File: config.mk
export PLATFORM = sky130hd
export DESIGN_NAME = sys_array_feeder
export DESIGN_NICKNAME = d
export VERILOG_FILES = /design/src/rtl/sys_array_pkg.sv /design/src/rtl/skew_delay_line.sv /design/src/rtl/sys_array_feeder.sv
export SDC_FILE = /design/constraint.sdc
export NUM_CORES = 1
export LEC_CHECK = 0
export CAP_MARGIN = 40
export CORE_MARGIN = 1
export CORE_UTILIZATION = 39
export DETAILED_ROUTE_END_ITERATION = 6
export PLACE_DENSITY = 0.81
export SETUP_SLACK_MARGIN = 0.4
export SYNTH_ARGS = -nofsm -noshare
export SYNTH_HDL_FRONTEND = slang
export SYNTH_SLANG_ARGS = --single-unit
File: constraint.sdc
create_clock -name clk -period 1.4 [get_ports clk]
set_input_delay 0.21 -clock clk [delete_from_list [all_inputs] [get_ports clk]]
set_output_delay 0.21 -clock clk [all_outputs]
set_load 0.01 [all_outputs]
File: src/rtl/sys_array_pkg.sv
// rtl/sys_array_pkg.sv - shared state type and counter sizing for the systolic array feed/drain blocks
package sys_array_pkg;

  typedef enum logic [1:0] {
    LOAD  = 2'd0,
    FEED  = 2'd1,
    FLUSH = 2'd2
  } feeder_state_t;

  function automatic int cnt_width(input int n);
    return $clog2(n + 1);
  endfunction

endpackage

File: src/rtl/skew_delay_line.sv
// rtl/skew_delay_line.sv - DEPTH-stage data/valid shift register for one skewed lane
module skew_delay_line #(
  parameter int DEPTH      = 1,
  parameter int DATA_WIDTH = 8
) (
  input  logic                  clk,
  input  logic                  reset,
  input  logic [DATA_WIDTH-1:0] in_data,
  input  logic                  in_valid,
  output logic [DATA_WIDTH-1:0] out_data,
  output logic                  out_valid
);

  logic [DEPTH-1:0][DATA_WIDTH-1:0] data_q, data_d;
  logic [DEPTH-1:0]                 valid_q, valid_d;

  always_comb begin
    data_d     = data_q;
    valid_d    = valid_q;
    data_d[0]  = in_data;
    valid_d[0] = in_valid;
    for (int k = 1; k < DEPTH; k++) begin
      data_d[k]  = data_q[k-1];
      valid_d[k] = valid_q[k-1];
    end
  end

  always_ff @(posedge clk) begin
    if (reset) begin
      data_q  <= '0;
      valid_q <= '0;
    end else begin
      data_q  <= data_d;
      valid_q <= valid_d;
    end
  end

  assign out_data  = data_q[DEPTH-1];
  assign out_valid = valid_q[DEPTH-1];

endmodule

File: src/rtl/sys_array_feeder.sv
// rtl/sys_array_feeder.sv - weight loader and diagonally skewed input feeder for the systolic array
// Optional vector counter output enabled by SYS_FEEDER_STATS_EN.
module sys_array_feeder
  import sys_array_pkg::*;
#(
  parameter int DATA_WIDTH = 8,
  parameter int ARRAY_N    = 4
) (
  input  logic                          clk,
  input  logic                          reset,
  input  logic [ARRAY_N*DATA_WIDTH-1:0] param_in,
  input  logic                          param_in_valid,
  output logic                          param_in_ready,
  input  logic [ARRAY_N*DATA_WIDTH-1:0] vec_in,
  input  logic                          vec_valid,
  input  logic                          vec_last,
  output logic                          vec_ready,
  output logic [ARRAY_N*DATA_WIDTH-1:0] param_data,
  output logic                          param_load,
  output logic [ARRAY_N*DATA_WIDTH-1:0] input_data,
  output logic [ARRAY_N-1:0]            row_valid,
  output logic                          done,
  output logic                          busy
`ifdef SYS_FEEDER_STATS_EN
  ,
  output logic [15:0]                   vec_count
`endif
);

  localparam int CNT_W = cnt_width(ARRAY_N);

  feeder_state_t                 state_q, state_d;
  logic [CNT_W-1:0]              beat_cnt_q, beat_cnt_d;
  logic [CNT_W-1:0]              flush_cnt_q, flush_cnt_d;
  logic [ARRAY_N*DATA_WIDTH-1:0] param_data_q, param_data_d;
  logic                          param_load_q, param_load_d;
  logic                          done_q, done_d;
  logic                          vec_accept;
  logic                          load_entry;

  // Ready outputs depend on state only, never on the inputs.
  assign param_in_ready = (state_q == LOAD);
  assign vec_ready      = (state_q == FEED);
  assign busy           = (state_q != LOAD);
  assign vec_accept     = vec_valid && (state_q == FEED);
  assign load_entry     = (state_q != LOAD) && (state_d == LOAD);

  always_comb begin
    state_d      = state_q;
    beat_cnt_d   = beat_cnt_q;
    flush_cnt_d  = flush_cnt_q;
    param_data_d = param_data_q;
    param_load_d = 1'b0;
    case (state_q)
      LOAD: begin
        if (param_in_valid) begin
          param_data_d = param_in;
          param_load_d = 1'b1;
          if (beat_cnt_q == CNT_W'(ARRAY_N - 1)) begin
            beat_cnt_d = '0;
            state_d    = FEED;
          end else begin
            beat_cnt_d = beat_cnt_q + CNT_W'(1);
          end
        end
      end
      FEED: begin
        if (vec_accept && vec_last) begin
          flush_cnt_d = '0;
          state_d     = (ARRAY_N == 1) ? LOAD : FLUSH;
        end
      end
      FLUSH: begin
        if (flush_cnt_q == CNT_W'(ARRAY_N - 2)) begin
          flush_cnt_d = '0;
          state_d     = LOAD;
        end else begin
          flush_cnt_d = flush_cnt_q + CNT_W'(1);
        end
      end
      default: state_d = LOAD;
    endcase
    // The tail reaches the last lane in the first LOAD cycle after a batch.
    done_d = load_entry;
  end

  always_ff @(posedge clk) begin
    if (reset) begin
      state_q      <= LOAD;
      beat_cnt_q   <= '0;
      flush_cnt_q  <= '0;
      param_data_q <= '0;
      param_load_q <= 1'b0;
      done_q       <= 1'b0;
    end else begin
      state_q      <= state_d;
      beat_cnt_q   <= beat_cnt_d;
      flush_cnt_q  <= flush_cnt_d;
      param_data_q <= param_data_d;
      param_load_q <= param_load_d;
      done_q       <= done_d;
    end
  end

  assign param_data = param_data_q;
  assign param_load = param_load_q;
  assign done       = done_q;

`ifdef SYS_FEEDER_STATS_EN
  logic [15:0] vec_count_q, vec_count_d;

  always_comb begin
    vec_count_d = vec_count_q;
    if (load_entry) begin
      vec_count_d = '0;
    end else if (vec_accept && (vec_count_q != 16'hFFFF)) begin
      vec_count_d = vec_count_q + 16'd1;
    end
  end

  always_ff @(posedge clk) begin
    if (reset) begin
      vec_count_q <= '0;
    end else begin
      vec_count_q <= vec_count_d;
    end
  end

  assign vec_count = vec_count_q;
`endif

  for (genvar i = 0; i < ARRAY_N; i++) begin : g_lane
    skew_delay_line #(
      .DEPTH      (i + 1),
      .DATA_WIDTH (DATA_WIDTH)
    ) u_line (
      .clk       (clk),
      .reset     (reset),
      .in_data   (vec_accept ? vec_in[i*DATA_WIDTH +: DATA_WIDTH] : '0),
      .in_valid  (vec_accept),
      .out_data  (input_data[i*DATA_WIDTH +: DATA_WIDTH]),
      .out_valid (row_valid[i])
    );
  end

endmodule

==> metrics <==
status=finished with violations; failing checks=setup timing; clock root cell=clkbuf_8; initial antenna violation count=0; CTS tree=built; Top FF cell, synth=dfxtp_1; cell area after layout=0.00627 sq mm; hold path cells=3; CP Class=reg -> reg; Synth top area share=0.664; most numerous cell in the Yosys netlist=dfxtp_1; area post-placement=0.00538 sq mm; wire length per cell=12.6 microns; routed wire length=8.48 mm; post-route minimum period=1.48 ns; I/O pin total=142; Ys Warns=0; Synth area leader=dfxtp_1; Antenna Nets Post-Route=0; Max Clk Rate=675 MHz; Synth Area in Simple Gates=0.236; Reg clk slew, reported paths=0.06 ns; Tcrit/Tclk final=1.06; DR vias=2972; mux cell area share after synthesis=0; setup slack after layout=-0.0805 ns; critical path arrival=1.90 ns; CTS Buf Count=17; WP data required=1.82 ns; Startpoint Class=flop; Antenna Cells=0; chip width=101 microns; clk_lat worst skew=0.49 ns; largest family of logic cells by synthesized area=simple AND/OR/NAND/NOR gates; DRC Markers=0; share of cells above drive strength 1=0.430; Area growth syn-to-layout=65.0%; Max Cap Viol=0; Synth Area in Compound Gates=0.0642; adder-cell share of the synthesized area=0.00329; vias in the first global route=2911; total track usage=0.164; sequential element share of the synthesized area=0.664; Hold Buf Count CTS=0; Fin. Hold Viols=0; Max Slew Vio Count=0; cell area after synthesis=0.00380 sq mm; Post-Syn Area per Cell=10.3 sq um; Iter 0 DRT Violations=71; P_int=6490 uW; Worst Hold Class=in -> reg; sequential fraction of design power=0.447; Port Buf Inserts=141; total die area=0.0101 sq mm; VDD IR-drop max=0.773 mV; RSZ-0062 raised after global routing=true; Switch Pwr=1780 uW; xor/xnor share of the synthesized area=0; clock buffer depth=2; Slew @ Worst Pin=0.297 ns; clk sinks=126; Power Total=8280 uW; Yosys cell types=29; CP Max Fanout=3; # H-tree levels=4; sw frac=0.216; clock skew=0.00695 ns; row count=35; DP Wirelength=5.41 mm; Post-Synthesis Cells=368; drt pass-1 iters=4; number of synthesized flops with an enable pin=0; combinational share of power=0.070; Post-synth top cells=dfxtp_1 (126), nand2_1 (70), nor2b_1 (55); Reg2Reg Depth=4; Hold Slack=0.0996 ns; pre-CTS setup slack=-0.202 ns; Area contributors post-synth=dfxtp_1 (66%), nor2b_1 (9.1%), nand2_1 (6.9%); power density cells=1320 mW/mm^2; gp weighted congestion=0.689; # fillers=719; core area=0.00933 sq mm; vias per inst=4.42; Max-slew headroom=0.802; leakage=0.00267 uW; setup violators final=26; ys async rst share=0; fin nets=601; Clk network pwr share=0.483; largest net degree at the start of global routing=34; #FFs+latches synth=126; total gr overflow=0; syn nets=438; Chip Height=101 microns; critical path capture point type=flop; first-pass GRT wire length=12.8 mm; Starting Density=0.407
## layout by cell type, fill, tap and decap left out, types with 3 or more instances in the layout
master           Yosys  routed
dfxtp_2              0      51
dfxtp_1            126      75
nor2b_1             55      52
a21oi_2              0       4
clkbuf_16            0      17
a21oi_1             38      34
buf_2                1      23
clkdlybuf4s50_1      0      67
and2_4               0      32
inv_6                0       4
buf_4                4      17
clkbuf_8             0       3
buf_6                1      59
nand2_1             70      68
## per-stage QoR
step | setup TNS, ns | cells | utilization
floorplan | -0.00445 | 368 | -
finish | -0.837 | 673 | 0.672
detailed placement | -5.51 | 628 | 0.577
CTS | -0.193 | 665 | 0.639
global route | -1.94 | 673 | 0.672
global placement | -4.51 | 628 | 0.577
## what timing repair did
item,in CTS,in global routing
gates resized for setup,388,68
setup endpoints to repair,147,148
setup buffers,5,7
pin swaps,0,11
gates cloned,0,1
## worst paths after layout
check / slack, ns / start / to
worst max-delay path: -0.08 / state_q[0]$_SDFF_PP0_ / beat_cnt_q[0]$_SDFFE_PP0P_
worst min-delay path: 0.1 / reset / flush_cnt_q[0]$_SDFFE_PP0P_
worst max register to register: -0.08 / state_q[0]$_SDFF_PP0_ / beat_cnt_q[0]$_SDFFE_PP0P_
worst min register to register: 0.43 / g_lane[3].u_line.data_d[23]$_SDFF_PP0_ / g_lane[3].u_line.data_d[31]$_SDFF_PP0_
## cell families (layout without fill, tap and decap cells)
family / Yosys count / count (layout)
and+or+nand+nor: 169 / 169
buffers and inverters: 27 / 203
DFF: 126 / 126
adders and majority gates: 1 / 1
AOI/OAI and AO/OA: 45 / 45
## flip-flops by register name, summed over array words and instances (netlist names)
register                cells
beat_cnt_q                  3
param_data                 32
state_q                     2
g_lane.u_line.valid_q       4
g_lane.u_line.out_data     32
g_lane.u_line.data_d       48
flush_cnt_q                 3
param_load                  1
done                        1
## metal layers
layer | vias up | share of wire | global-route usage
met4 | 0 | 0.024 | 0.0758
met1 | 1356 | 0.38 | 0.169
met3 | 18 | 0.069 | 0.0638
met2 | 102 | 0.53 | 0.294
li1 | 1496 | - | -
met5 | - | 0 | 0
## critical path: stages (launching register included)
cell     delay (ns)
dfxtp_2        0.33
buf_6          0.12
or3b_4         0.41
or3_1          0.38
a21oi_1        0.16
## layout make-up
| type | count | area [sq um] | share of cell area |
|---|---|---|---|
| Inverter | 2 | 7.51 | 0.00120 |
| Clock inverter | 11 | 108 | 0.0172 |
| Timing Repair Buffer | 169 | 1640 | 0.262 |
| Multi-Input combinational cell | 215 | 1310 | 0.209 |
| Tap cell | 129 | 161 | 0.0258 |
| Sequential cell | 126 | 2590 | 0.413 |
| Clock buffer | 21 | 449 | 0.0717 |
## power groups by stage
| stage | combinational (uW) | clock (uW) | sequential (uW) |
|---|---|---|---|
| 3_5_place_dp | 516 | 0 | 3760 |
| 6_report | 577 | 4000 | 3700 |
| 3_3_place_gp | 504 | 0 | 3760 |
| 2_1_floorplan | 147 | 0 | 3780 |
| 4_1_cts | 547 | 4100 | 3700 |
| 5_1_grt | 625 | 4270 | 3710 |
(Power assumes the default switching activity.)
